## src/rtl/piso_tx_ctrl.sv

```systemverilog
// Parallel-in serial-out transmitter with valid/ready intake, configurable bit order
// and a fixed inter-word idle gap. All serial-side outputs are registered.
module piso_tx_ctrl #(
    parameter int WIDTH     = 4,
    parameter int GAP       = 1,
    parameter bit LSB_FIRST = 1'b1
) (
    input  logic             clk,
    input  logic             rst_n,
    input  logic             flush,
    input  logic             in_valid,
    input  logic [WIDTH-1:0] in_data,
    output logic             in_ready,
    output logic             ser_out,
    output logic             ser_valid,
    output logic             frame_first,
    output logic             frame_last,
    output logic             busy
);

    localparam int CNT_W    = $clog2(WIDTH);
    localparam int GAP_W    = 4;
    localparam bit BACK2BACK = (GAP == 0);
    localparam logic [CNT_W-1:0] LAST_IDX = CNT_W'(WIDTH - 1);
    localparam logic [GAP_W-1:0] GAP_LAST = (GAP > 0) ? GAP_W'(GAP - 1) : '0;

    typedef enum logic [1:0] {
        ST_IDLE,
        ST_SHIFT,
        ST_GAP
    } state_t;

    state_t             state_reg;
    logic [WIDTH-1:0]   shift_reg;
    logic [CNT_W-1:0]   bit_cnt_reg;
    logic [GAP_W-1:0]   gap_cnt_reg;
    logic               ser_out_reg;
    logic               ser_valid_reg;
    logic               frame_first_reg;
    logic               frame_last_reg;
    logic               busy_reg;

    logic [WIDTH-1:0]   in_ordered;
    logic               accept;

    // The shift register always shifts right; MSB-first words are reversed on load.
    generate
        for (genvar gi = 0; gi < WIDTH; gi++) begin : g_order
            if (LSB_FIRST) begin : g_lsb
                assign in_ordered[gi] = in_data[gi];
            end else begin : g_msb
                assign in_ordered[gi] = in_data[WIDTH-1-gi];
            end
        end
    endgenerate

    assign in_ready = rst_n && !flush &&
                      ((state_reg == ST_IDLE) ||
                       (BACK2BACK && (state_reg == ST_SHIFT) && frame_last_reg));
    assign accept   = in_valid && in_ready;

    always_ff @(posedge clk or negedge rst_n) begin
        if (!rst_n) begin
            state_reg       <= ST_IDLE;
            shift_reg       <= '0;
            bit_cnt_reg     <= '0;
            gap_cnt_reg     <= '0;
            ser_out_reg     <= 1'b0;
            ser_valid_reg   <= 1'b0;
            frame_first_reg <= 1'b0;
            frame_last_reg  <= 1'b0;
            busy_reg        <= 1'b0;
        end else if (flush) begin
            state_reg       <= ST_IDLE;
            shift_reg       <= '0;
            bit_cnt_reg     <= '0;
            gap_cnt_reg     <= '0;
            ser_out_reg     <= 1'b0;
            ser_valid_reg   <= 1'b0;
            frame_first_reg <= 1'b0;
            frame_last_reg  <= 1'b0;
            busy_reg        <= 1'b0;
        end else begin
            case (state_reg)
                ST_IDLE: begin
                    if (accept) begin
                        state_reg       <= ST_SHIFT;
                        shift_reg       <= in_ordered;
                        bit_cnt_reg     <= '0;
                        ser_out_reg     <= in_ordered[0];
                        ser_valid_reg   <= 1'b1;
                        frame_first_reg <= 1'b1;
                        frame_last_reg  <= 1'b0;
                        busy_reg        <= 1'b1;
                    end
                end

                ST_SHIFT: begin
                    if (bit_cnt_reg == LAST_IDX) begin
                        if (accept) begin
                            // Back-to-back word: reload without a dead cycle.
                            shift_reg       <= in_ordered;
                            bit_cnt_reg     <= '0;
                            ser_out_reg     <= in_ordered[0];
                            ser_valid_reg   <= 1'b1;
                            frame_first_reg <= 1'b1;
                            frame_last_reg  <= 1'b0;
                            busy_reg        <= 1'b1;
                        end else begin
                            state_reg       <= (GAP > 0) ? ST_GAP : ST_IDLE;
                            shift_reg       <= '0;
                            bit_cnt_reg     <= '0;
                            gap_cnt_reg     <= '0;
                            ser_out_reg     <= 1'b0;
                            ser_valid_reg   <= 1'b0;
                            frame_first_reg <= 1'b0;
                            frame_last_reg  <= 1'b0;
                            busy_reg        <= (GAP > 0);
                        end
                    end else begin
                        shift_reg       <= shift_reg >> 1;
                        bit_cnt_reg     <= bit_cnt_reg + CNT_W'(1);
                        ser_out_reg     <= shift_reg[1];
                        frame_first_reg <= 1'b0;
                        frame_last_reg  <= ((bit_cnt_reg + CNT_W'(1)) == LAST_IDX);
                    end
                end

                ST_GAP: begin
                    if (gap_cnt_reg == GAP_LAST) begin
                        state_reg   <= ST_IDLE;
                        gap_cnt_reg <= '0;
                        busy_reg    <= 1'b0;
                    end else begin
                        gap_cnt_reg <= gap_cnt_reg + GAP_W'(1);
                    end
                end

                default: begin
                    state_reg       <= ST_IDLE;
                    shift_reg       <= '0;
                    bit_cnt_reg     <= '0;
                    gap_cnt_reg     <= '0;
                    ser_out_reg     <= 1'b0;
                    ser_valid_reg   <= 1'b0;
                    frame_first_reg <= 1'b0;
                    frame_last_reg  <= 1'b0;
                    busy_reg        <= 1'b0;
                end
            endcase
        end
    end

    assign ser_out     = ser_out_reg;
    assign ser_valid   = ser_valid_reg;
    assign frame_first = frame_first_reg;
    assign frame_last  = frame_last_reg;
    assign busy        = busy_reg;

endmodule

```

## config.mk

```make
export PLATFORM = sky130hd
export DESIGN_NAME = piso_tx_ctrl
export DESIGN_NICKNAME = d
export VERILOG_FILES = /design/src/rtl/piso_tx_ctrl.sv
export SDC_FILE = /design/constraint.sdc
export NUM_CORES = 1
export LEC_CHECK = 0
export BUFFER_PORTS_ARGS = -buffer_cell sky130_fd_sc_hd__buf_4
export CAP_MARGIN = 20
export CORE_MARGIN = 1.5
export CORE_UTILIZATION = 39
export CTS_CLUSTER_DIAMETER = 80
export CTS_CLUSTER_SIZE = 10
export DETAILED_ROUTE_END_ITERATION = 10
export SYNTH_ARGS = -nofsm -noshare
export SYNTH_HDL_FRONTEND = slang
export SYNTH_SLANG_ARGS = --single-unit
```

## constraint.sdc

```tcl
create_clock -name clk -period 2.45 [get_ports clk]
set_input_delay 0.1225 -clock clk [delete_from_list [all_inputs] [get_ports clk]]
set_output_delay 0.1225 -clock clk [all_outputs]
set_load 0.005 [all_outputs]
```

* Word level (Yosys, flattened, before mapping)
Index checks and enable logic that the tools add are counted. W data, S select, Z words.
Storage, ports and cells: register bits 17, bits in latches 0, memory bits (writable) 0, memory bits (read-only) 0, word-level logic and storage cells 73, memories 0
Cells by class: $add $sub $neg 2, multipliers 0, divide/modulo/power cells 0, order comparisons 0, eq/ne operators 10, shift operators 0, multiplexer cells 41, bitwise gates (word level) 0, reductions and logical operators 11
Operators with widths (number):
- $mux W4 | 8
- $pmux W4 S3 | 2
- $mux W1 | 16
- $mux W2 | 8
- $pmux W1 S3 | 5
- $ne A3 B3 Y1 const B | 4
- $pmux W2 S3 | 2
- $reduce_and A3 Y1 | 3
- $eq A2 B2 Y1 const B | 3
- $add A4 B1 Y4 const B | 1
- $logic_not A4 Y1 | 1
- $ne A2 B2 Y1 const B | 2
- $reduce_and A4 Y1 | 1
- $logic_and A1 B1 Y1 | 3
- $add A2 B1 Y2 const B | 1
- $eq A2 B1 Y1 const B | 1
- $logic_not A2 Y1 | 1
- $reduce_and A2 Y1 | 1
- $logic_not A1 Y1 | 1

* Longest topological paths before layout
depth in word-level cells 8, depth in mapped cells 5

* Worst setup path after synthesis
OpenSTA, ideal clock, no wires.
path kind register -> register, start point register bit_cnt_reg[0], end point register gap_cnt_reg[3], library setup time 0.127 ns, data arrival time 1.247 ns, data required time 2.323 ns, slack 1.076 ns, stages on the path, launching flop included 6, clock period less this slack 1.374 ns, cells stage by stage dfrtp_1 > ha_1 > a211oi_2 > nor3_1 > a21oi_1 > o21ai_0
Between the ends: word-level cells in the longest chain between the ends 3
RTL lines:
- from (decl) | RTL line 35 | logic [CNT_W-1:0] bit_cnt_reg;
- from (signal assigned) | RTL line 122 | bit_cnt_reg <= bit_cnt_reg + CNT_W'(1);
- $eq A2 B2 Y1 | RTL line 99 | if (bit_cnt_reg == LAST_IDX) begin
- $ne A3 B3 Y1 (no source line)
- $reduce_and A3 Y1 (no source line)
- to (signal assigned) | RTL line 135 | gap_cnt_reg <= gap_cnt_reg + GAP_W'(1);
- to (decl) | RTL line 36 | logic [GAP_W-1:0] gap_cnt_reg;
Every way passes these cells. A chain may end at the register's enable or synchronous reset.

* Final worst setup path
start point register state_reg[0], end point output port in_ready
Between the ends: word-level cells in the longest chain between the ends 2
RTL lines:
- from (decl) | RTL line 33 | state_t state_reg;
- from (signal assigned) | RTL line 110 | state_reg <= (GAP > 0) ? ST_GAP : ST_IDLE;
- $logic_not A2 Y1 | RTL line 58 | ((state_reg == ST_IDLE) ||
- $logic_and A1 B1 Y1 | RTL line 57 | assign in_ready = rst_n && !flush &&
- to (decl) | RTL line 13 | output logic in_ready,
Every way passes these cells.

==> results by group <==
Yosys
  • Mapped Area: ~880 sq um
  • Synth warn: 0
  • Ranking of synthesized cells by area: dfrtp_1 45%, a21oi_1 6.2%, ha_1 5.7%, nor2_1 5.1%, o21ai_0 3.4%
  • Syn avg cell area: 9.107 sq um
  • Post-synth EDFFs: 0
  • Commonest cells in the netlist: 16 x dfrtp_1, 12 x nor2_1, 11 x a21oi_1
  • Seq/Total Area, Yosys: 45.33%
  • Mux cell area share after synthesis: 1.133%
  • Largest family of logic cells by synthesized area: simple AND/OR/NAND/NOR gates
  • Compound-Gate Fraction of Synth Area: 18.41%
  • Leading area contributor after synthesis: dfrtp_1
  • Unique masters post-synth: 30
  • Synth Net Count: between 100 and 150
  • Ys flop type: dfrtp_1
  • Mapped Cells: 97
  • Top-count cell post-synth: dfrtp_1
  • Post-Synth Adder-Cell Area: 5.666%
  • Post-synthesis async set-or-reset flop share: 100.0%
  • Yosys reg bits: 16
  • Share of the synthesized area in the top cell type: 45.33%
  • Xor and xnor area share after synthesis: 0%
  • Post-synthesis simple-gate area fraction: 23.09%

Routing
  • Routed Antenna Nets: 0
  • Via count: 726
  • Pre-Repair DR Iteration Count: 5
  • 1st-iter DRT viols: 17
  • Number of remaining DRC errors: 0
  • Via/cell ratio: between 5 and 6
  • Routed len/inst: roughly 13 microns
  • Final wirelength: 1778 microns

Clock tree
  • Post-CTS setup buffers: 0
  • CTS Hold Buffers Added: 1
  • CTS tree: done
  • H-tree depth: 1
  • Clock-pin slew on the worst setup and hold paths: around 0.09 ns
  • Total CTS buffers: 3
  • Worst-Skew Late Latency: 0.28 ns
  • CTS max path bufs: 2
  • TritonCTS sink count: 16
  • PostCTS Resize Cnt: 0
  • Root Buffer: clkbuf_4

Layout
  • Post-Layout Cell Count: 138
  • Net count, final: 124
  • Syn-to-layout area delta: 15.72%
  • N_diodes: 0
  • Share of post-route cells with drive strength above 1: 18.18%
  • Fill count: 222
  • Max reg flops: 4

Global route
  • Global-route wire length before repair: 2877 microns
  • Met2 usage: 23.46%
  • Largest net degree at the start of global routing: 21
  • Remaining Overflow, GRT: 0
  • Initial antenna violation count: 0
  • Met3 Usage GRT: under 10%
  • Busiest grt layer: met2
  • Met1 usage: 20.57%
  • Number of global-route vias before repair: 621
  • Overall routing resource usage: 14.94%

Floorplan
  • Die outline width: 50.59 microns
  • Initial core utilization: 40.72%
  • Core ar.: 2170 sq um
  • Row cnt: 17
  • Die Footprint: 2559 sq um
  • Die Span Y: 50.59 microns
  • I/O pins: 14

Timing
  • Setup_tns: 0 ns
  • Pins Over Slew Limit: 0
  • RSZ-0062 raised after global routing: no
  • Final setup violation count: 0
  • Peak Freq: roughly 0.62 GHz
  • Final period utilization: 66.27%
  • Final WS setup: 0.8264 ns
  • Clock Skew: about 0.0016 ns
  • Rel. slew slack: between 60 and 70%
  • Fin. Hold Viols: 0
  • Tightest Pin Transition: 0.5966 ns
  • Min cycle time layout: 1.624 ns

Pwr
  • Cell Pwr Density: 483.5 nW/um^2
  • Pleak: 0.4575 nW
  • Max VDD drop: roughly 300 uV

Worst hold path
  • Min-delay src: flush
  • Hold crit path type: input pin to register
  • Min-Delay Endpoint: shift_reg[1]$_DFFE_PN0P_
  • WHS Path Cells: 2

Critical path
  • Reg2reg path depth: 4
  • FF-to-FF End: busy$_DFFE_PN0P_
  • Critical Path RT: 2.33 ns
  • Crit path DAT: 1.50 ns
  • Startpoint Class: register
  • CP Launch Point: state_reg[0]$_DFFE_PN0P_
  • CP max FO: 17
  • Crit. End Element: primary output
  • Origin of the critical flop-to-flop path: state_reg[0]$_DFFE_PN0P_
  • R2R Setup Slk: 0.89 ns
  • Worst Setup Path Type: register to primary output

Placed design
  • Number of buffers added on ports: 13
  • DP HPWL: 1198 microns
  • RePlAce Congestion: about 0.76
  • Worst slack, placed: slightly above 0.9 ns
  • DP Cell Count: between 100 and 150

Flow run
  • Max cap viols: 0

Run status
  • Status: finished, final reports clean
==> metal layers <==
metal | up-vias | share of wire (%)
li1 | 363 | -
met1 | 343 | 50
met2 | 18 | 44
met3 | 2 | 4.6
met4 | 0 | 0.79
met5 | - | 0
==> final cells by class <==
cell class                 count  area (sq um)  area share (%)
timing repair buffer          14         107.6           10.53
multi-input combinational     69         426.7           41.74
tap                           28         35.03           3.427
sequential                    16         400.4           39.17
inverter                       8         30.03           2.938
clock buffer                   3         22.52           2.203
==> worst max-delay path, cell delays in order, from the launching register on <==
cell,delay (ns)
dfrtp_1,0.73
inv_1,0.15
and3_1,0.21
buf_4,0.13
==> cells in the final DEF (no fill, tap or decap), types with 2 or more instances in the layout <==
cell	count
dfrtp_1	16
buf_4	13
nor2_1	12
a21oi_1	11
inv_1	8
nand2_1	7
o21ai_0	6
nor3_1	4
ha_1	4
nand3_1	3
nor3b_1	3
clkbuf_4	3
or2b_1	2
nand2b_1	2
==> power by group <==
| group | switching [mW] | internal (mW) |
|---|---|---|
| clock | 0.0821 | 0.0570 |
| sequential | 0.0123 | 0.274 |
| combinational | 0.0345 | 0.0340 |
==> worst max-delay path by stage <==
stage / to / slack, ns / depth (start not counted)
after global routing: in_ready / 0.73 / 3
after CTS: in_ready / 0.83 / 3
after detailed placement: gap_cnt_reg[2]$_DFFE_PN0P_ / 0.93 / 3
after global placement: busy$_DFFE_PN0P_ / 0.94 / 4
final: in_ready / 0.83 / 3
after floorplan: gap_cnt_reg[3]$_DFFE_PN0P_ / 1.08 / 5
==> cells by family (layout without fill, tap and decap cells) <==
| family | count (synthesis) | count (layout) |
|---|---|---|
| buffers and inverters | 12 | 25 |
| AND/OR/NAND/NOR | 39 | 39 |
| AO/OA/AOI/OAI | 25 | 25 |
| flip-flops | 16 | 16 |
| adder cells (fa/ha/maj) | 4 | 4 |
| multiplexers | 1 | 1 |
==> through the flow <==
step                area (sq um)  total power, mW  util, %  hold slack [ns]
floorplan                  883.3           0.3294        -          -0.1731
detailed placement         989.7           0.3597    45.62          0.01256
global route                1022           0.5172    47.12           0.1356
CTS                         1022           0.5017    47.12           0.1190
finish                      1022           0.4943    47.12           0.1194
global placement           989.7           0.3596    45.62          0.01089
Note: power is estimated with default switching activity, not from simulation.
